**config.mk**
```make
export PLATFORM = sky130hd
export DESIGN_NAME = time_set_edit
export DESIGN_NICKNAME = d
export VERILOG_FILES = /design/src/rtl/clock_pkg.sv /design/src/rtl/btn_edge.sv /design/src/rtl/time_set_edit.sv
export SDC_FILE = /design/constraint.sdc
export NUM_CORES = 1
export LEC_CHECK = 0
export ABC_AREA = 1
export BUFFER_PORTS_ARGS = -buffer_cell sky130_fd_sc_hd__buf_2
export CAP_MARGIN = 40
export CORE_MARGIN = 8
export CORE_UTILIZATION = 33
export CTS_BUF_LIST = sky130_fd_sc_hd__clkbuf_8
export DETAILED_ROUTE_END_ITERATION = 10
export PLACE_DENSITY = 0.58
export REMOVE_ABC_BUFFERS = 1
export SLEW_MARGIN = 10
export SYNTH_ARGS = -nofsm -noshare
export SYNTH_HDL_FRONTEND = slang
export SYNTH_SLANG_ARGS = --single-unit
```
**constraint.sdc**
```tcl
create_clock -name clk -period 8.6 [get_ports clk]
set_input_delay 1.29 -clock clk [delete_from_list [all_inputs] [get_ports clk]]
set_output_delay 1.29 -clock clk [all_outputs]
set_load 0.01 [all_outputs]
```
**src/rtl/clock_pkg.sv**
```systemverilog
// Shared constants, FSM state type and the packing helper for time_set_edit.
package clock_pkg;

  localparam int SEC_PER_HOUR = 3600;
  localparam int SEC_PER_MIN  = 60;
  localparam int SEC_PER_DAY  = 86400;

  typedef enum logic [2:0] {
    ST_IDLE  = 3'd0,
    ST_SPLIT = 3'd1,
    ST_EDIT  = 3'd2,
    ST_PACK  = 3'd3,
    ST_LOAD  = 3'd4
  } state_t;

  // One-hot field select, used directly as the blink mask.
  localparam logic [2:0] FLD_NONE = 3'b000;
  localparam logic [2:0] FLD_HR   = 3'b100;
  localparam logic [2:0] FLD_MIN  = 3'b010;
  localparam logic [2:0] FLD_SEC  = 3'b001;

  // h*3600 + m*60 + s with shifts and adds only:
  // 3600 = 2048+1024+512+16, 60 = 32+16+8+4.
  function automatic logic [16:0] hms_to_sec(input logic [4:0] h,
                                             input logic [5:0] m,
                                             input logic [5:0] s);
    logic [16:0] hh, mm, ss;
    hh = {12'd0, h};
    mm = {11'd0, m};
    ss = {11'd0, s};
    return (hh << 11) + (hh << 10) + (hh << 9) + (hh << 4)
         + (mm << 5)  + (mm << 4)  + (mm << 3) + (mm << 2) + ss;
  endfunction

  // Two-digit binary-to-BCD, tens in [7:4], units in [3:0].
  function automatic logic [7:0] to_bcd(input logic [6:0] v);
    logic [6:0] t, u;
    t = v / 7'd10;
    u = v % 7'd10;
    return {t[3:0], u[3:0]};
  endfunction

endpackage

```
**src/rtl/btn_edge.sv**
```systemverilog
// Rising-edge detector for one debounced button level.
// The arm flag masks the first cycle after reset so a button held
// through reset release does not look like a fresh press.
module btn_edge (
  input  logic clk,
  input  logic rst,
  input  logic btn,
  output logic evt
);

  logic r_prev;
  logic r_arm;

  // Remember last level; arm one cycle after reset drops.
  always_ff @(posedge clk) begin
    if (rst) begin
      r_prev <= 1'b0;
      r_arm  <= 1'b0;
    end else begin
      r_prev <= btn;
      r_arm  <= 1'b1;
    end
  end

  assign evt = btn & ~r_prev & r_arm;

endmodule

```
**src/rtl/time_set_edit.sv**
```systemverilog
// Time-of-day editor: splits the running seconds count into h/m/s by
// repeated subtraction, lets the user edit each field, then packs the
// result back into seconds and strobes load.
// Optional: define TIME_SET_DEC_EN to enable the decrement button.
// HOUR_MAX must fit in the 5-bit hour register (<= 31).
module time_set_edit
  import clock_pkg::*;
#(
  parameter int HOUR_MAX = 23
) (
  input  logic        clk,
  input  logic        rst,
  input  logic        btn_mode,
  input  logic        btn_sel,
  input  logic        btn_inc,
  input  logic        btn_dec,
  input  logic [16:0] cur_sec,
  output logic [16:0] set_sec,
  output logic        load,
  output logic        editing,
  output logic [3:0]  h1,
  output logic [3:0]  h2,
  output logic [3:0]  m1,
  output logic [3:0]  m2,
  output logic [3:0]  s1,
  output logic [3:0]  s2,
  output logic [2:0]  field
);

  localparam logic [4:0]  HR_MAX = 5'(HOUR_MAX);
  localparam logic [16:0] C_HOUR = 17'(SEC_PER_HOUR);
  localparam logic [16:0] C_MIN  = 17'(SEC_PER_MIN);

  // Button order in the edge array: [3]=mode [2]=sel [1]=inc [0]=dec.
  logic [3:0] w_btn;
  logic [3:0] w_ev;
  logic       w_mode_ev, w_sel_ev, w_inc_act, w_dec_act;

  state_t      r_state, w_next;
  logic [16:0] r_rem;
  logic [4:0]  r_hr;
  logic [5:0]  r_min, r_sec;
  logic [2:0]  r_field;
  logic [16:0] r_set;
  logic [7:0]  w_hbcd, w_mbcd, w_sbcd;

  assign w_btn = {btn_mode, btn_sel, btn_inc, btn_dec};

  genvar g;
  generate
    for (g = 0; g < 4; g++) begin : g_edge
      btn_edge u_edge (
        .clk (clk),
        .rst (rst),
        .btn (w_btn[g]),
        .evt (w_ev[g])
      );
    end
  endgenerate

  assign w_mode_ev = w_ev[3];
  assign w_sel_ev  = w_ev[2];

`ifdef TIME_SET_DEC_EN
  // Coincident inc and dec cancel each other.
  assign w_inc_act = w_ev[1] & ~w_ev[0];
  assign w_dec_act = w_ev[0] & ~w_ev[1];
`else
  assign w_inc_act = w_ev[1];
  assign w_dec_act = w_ev[0] & 1'b0;
`endif

  // State register.
  always_ff @(posedge clk) begin
    if (rst) r_state <= ST_IDLE;
    else     r_state <= w_next;
  end

  // Next-state and state-decoded outputs.
  always_comb begin
    w_next  = r_state;
    load    = 1'b0;
    editing = 1'b1;
    case (r_state)
      ST_IDLE: begin
        editing = 1'b0;
        if (w_mode_ev) w_next = ST_SPLIT;
      end
      ST_SPLIT: if (r_rem < C_MIN) w_next = ST_EDIT;
      ST_EDIT:  if (w_mode_ev) w_next = ST_PACK;
      ST_PACK:  w_next = ST_LOAD;
      ST_LOAD: begin
        load   = 1'b1;
        w_next = ST_IDLE;
      end
      default: w_next = ST_IDLE;
    endcase
  end

  // Datapath: split, field edits and packing.
  always_ff @(posedge clk) begin
    if (rst) begin
      r_rem   <= '0;
      r_hr    <= '0;
      r_min   <= '0;
      r_sec   <= '0;
      r_field <= FLD_NONE;
      r_set   <= '0;
    end else begin
      case (r_state)
        ST_IDLE: if (w_mode_ev) begin
          r_rem <= cur_sec;
          r_hr  <= '0;
          r_min <= '0;
          r_sec <= '0;
        end
        ST_SPLIT: begin
          if (r_rem >= C_HOUR) begin
            r_rem <= r_rem - C_HOUR;
            r_hr  <= r_hr + 5'd1;
          end else if (r_rem >= C_MIN) begin
            r_rem <= r_rem - C_MIN;
            r_min <= r_min + 6'd1;
          end else begin
            r_sec   <= r_rem[5:0];
            r_field <= FLD_HR;
          end
        end
        ST_EDIT: begin
          if (w_mode_ev) begin
            r_field <= FLD_NONE;
          end else begin
            // Inc/dec act on the field selected before any rotation.
            if (w_inc_act) begin
              case (r_field)
                FLD_HR:  r_hr  <= (r_hr >= HR_MAX) ? 5'd0 : r_hr + 5'd1;
                FLD_MIN: r_min <= (r_min >= 6'd59) ? 6'd0 : r_min + 6'd1;
                FLD_SEC: r_sec <= (r_sec >= 6'd59) ? 6'd0 : r_sec + 6'd1;
                default: ;
              endcase
            end else if (w_dec_act) begin
              case (r_field)
                FLD_HR:  r_hr  <= (r_hr == 5'd0) ? HR_MAX : r_hr - 5'd1;
                FLD_MIN: r_min <= (r_min == 6'd0) ? 6'd59 : r_min - 6'd1;
                FLD_SEC: r_sec <= (r_sec == 6'd0) ? 6'd59 : r_sec - 6'd1;
                default: ;
              endcase
            end
            if (w_sel_ev) r_field <= {r_field[0], r_field[2:1]};
          end
        end
        ST_PACK: r_set <= hms_to_sec(r_hr, r_min, r_sec);
        default: ;
      endcase
    end
  end

  assign w_hbcd = to_bcd({2'b00, r_hr});
  assign w_mbcd = to_bcd({1'b0, r_min});
  assign w_sbcd = to_bcd({1'b0, r_sec});

  assign {h1, h2} = w_hbcd;
  assign {m1, m2} = w_mbcd;
  assign {s1, s2} = w_sbcd;
  assign set_sec  = r_set;
  assign field    = r_field;

endmodule

```
==> reports/metrics.cfg <==
[final_layout]
fillers = 1897
regArea_mm2 = 0.00122
diodes = 0
drive_gt1_share_pct = 15.2
layout_commonest_cell = nand2_1
syn_to_final_growth_pct = 12.0
fin_nets = 996
final_cells = 1118
multi_input_area_mm2 = 0.00401
final_cell_mix = 162 x nand2_1, 112 x inv_1, 94 x nor2_1

[grt]
grt_pass1_wl_um = 24900
antenna_found_initial = 0
track_usage_pct = 13.8
grt_max_degree = 30
grt_pass1_vias = 5084
gr-total-overflow = 0

[sta]
tightest_slew_ns = 0.759
grt_setup_unrepaired = no
setup_tns_ns = 0
setup-violations-final = 0
period_minus_slack_ns = 4.38
slew_headroom_pct = 49.1
clock.fmax_mhz = 228
maxSlewViolCount = 0
skew_ns = 0.00621
post-route-period-util_pct = 50.9
finalHoldViolCount = 0

[logic_synthesis]
synthArstFlopShare_pct = 0
synth.avg_cell_area_um2 = 7.00
post_synth_main_area_contributors = dfxtp_1 21%, ha_1 13%, nand2_1 10%
syn_area_mm2 = 0.00585
synth_edf_count = 0
ys_warn_count = 0
ys_ff_latch = 61
synthCells = 835
ys.flop_type = dfxtp_1
synthDistinctLibCells = 53
ys_seq_area_share_pct = 20.9
synth.largest_area_cell = dfxtp_1
synth_top_area_share_pct = 20.9

[placement]
gp_congestion = 0.842
port_buffers = 63
dp_cells = 1103
dp_hpwl_um = 11500

[clock_network]
ctsHoldBuffers = 0
post-cts-setup-buffers = 0
clockBufferDepth = 2
cts.sink_count = 61
htree_levels = 3
clock_latency_ns = 0.36
cts_tree = built
cts_resized = 0
cts_buffers = 9
path_clk_slew_ns = 0.07
clock-root-buffer = clkbuf_8

[worst_setup_path]
crit_path_end_kind = output port
cp_slowest_cell = dfxtp_1
cp_cell_sequence = inv_1 -> ha_1 -> inv_1 -> nand2_1 -> o21ai_0 -> nand2_1 -> nand2_1 -> nand2_1 -> nand2_1 -> nand2_1 -> inv_1 -> ha_1 -> nand2_1 -> nand2_1 -> nand2_1 -> nand2_1 -> nand2_1 -> buf_2
cpMostUsedCell = nand2_1
worstPathRequired_ns = 7.31
max_stage_delay_ns = 0.69
worstRegToRegCells = 16
worst-path-buf-inv = 4
crit_family = simple AND/OR/NAND/NOR gates
path_max_fanout = 11
start_kind = register
cp.depth = 18
crit_arrival_ns = 3.09
crit_type = reg -> out

[route]
drtAntennaViolNets = 0
routed-via-count = 5311
firstDrtPassIters = 4
wire_per_inst_um = 13.4
viasPerCell = 4.75
drt-initial-drc-count = 235
drc_errors = 0
totalWireLength_um = 15000

[die]
die_area_mm2 = 0.0222
num_rows = 48
start_util_pct = 33.8
die_w_um = 149
ios = 69
coreArea_mm2 = 0.0173
die_h_um = 149

[hold_path]
hp-class = reg -> reg
holdPathStages = 2

[flow_run]
maxCapViolations = 0

[outcome]
status = finished, final reports clean

[power]
ir_worst_vdd_v = 0.000112
leakage_uw = 0.00336
powerDensity_mw_per_mm2 = 174

-- cell families (layout without fill, tap and decap cells) --
group	Yosys count	count (layout)	synth area share, %
other	1	4	0.0641
AOI/OAI and AO/OA	137	137	13.4
and+or+nand+nor	372	372	29.6
buffers and inverters	151	206	10.8
xor gates and xnor gates	29	29	4.34
adders and majority gates	84	84	20.9
DFF	61	61	20.9
-- path summary, 6_finish.rpt --
kind	startpoint	to	slack, ns
worst max-delay path	r_min[2]	m2[1]	4.22
worst min-delay path	set_sec[15]	set_sec[15]	0.49
worst max register to register	r_min[2]	set_sec[12]	4.29
worst min register to register	set_sec[15]	set_sec[15]	0.49
-- synthesized netlist by cell type, types with 4 or more instances --
| library cell | n |
|---|---|
| nand2_2 | 9 |
| o21ai_1 | 12 |
| o211ai_1 | 6 |
| clkbuf_1 | 8 |
| a21oi_1 | 47 |
| o21ai_0 | 45 |
| nand2_1 | 162 |
| inv_2 | 11 |
| a31oi_1 | 5 |
| nand3b_1 | 5 |
| buf_4 | 8 |
| o21ai_2 | 4 |
| nor2_1 | 94 |
| nand4_1 | 8 |
| xor2_1 | 22 |
| ha_1 | 61 |
| fa_1 | 23 |
| nor2_4 | 6 |
| or2_2 | 8 |
| buf_2 | 7 |
| inv_1 | 111 |
| nor3_1 | 6 |
| nand3_1 | 56 |
| xnor2_1 | 7 |
| dfxtp_1 | 61 |
-- final cells by class --
type | count | area share (%)
clock buffer | 10 | 2.10
clock inverter | 5 | 1.17
inverter | 125 | 7.21
multi-input combinational | 626 | 61.3
sequential | 61 | 18.7
tap | 225 | 4.30
timing repair buffer | 66 | 5.28
-- flip-flops by register name, indices dropped and copies added, names as in the netlist --
signal,flops
g_edge.u_edge.r_arm,1
r_hr,5
g_edge.u_edge.r_prev,3
r_min,6
r_sec,6
r_state,3
field,3
r_rem,17
set_sec,17
-- stage by stage --
step	utilization (%)	hold slack (ns)	total power [uW]	setup WS (ns)	area, um2
global placement	36.5	0.476	857	4.29	6320
detailed placement	36.6	0.480	861	4.32	6330
CTS	37.8	0.493	1160	4.18	6550
finish	37.8	0.492	1140	4.22	6550
global route	37.8	0.533	1240	3.85	6550
floorplan	-	0.453	725	4.80	5700
-- report_power, final --
part | switching [uW] | leakage (uW) | internal, uW
registers | 49.4 | 0.000498 | 312
logic | 311 | 0.00275 | 177
clock network | 122 | 0.000110 | 168
total | 483 | 0.00336 | 657
-- layer usage --
layer	vias to the layer above	track usage, %	share of wire [%]
li1	2779	-	-
met1	2424	16.8	46
met4	0	3.89	1.5
met5	-	0	0
met2	92	23.8	48
met3	16	3.22	4.6
-- worst reg2reg max path: stages (launching register included) --
cell      delay [ns]
dfxtp_1         0.69
inv_1           0.25
fa_1            0.54
inv_1           0.05
fa_1            0.53
inv_1           0.05
fa_1            0.59
inv_1           0.06
ha_1            0.28
nand3_1         0.08
nand2_1         0.10
a21boi_0        0.36
o21ai_0         0.23
xnor2_1         0.18
nand2_1         0.08
o211ai_1        0.08
inv_1           0.05
Power figures use the tool's default switching activity.
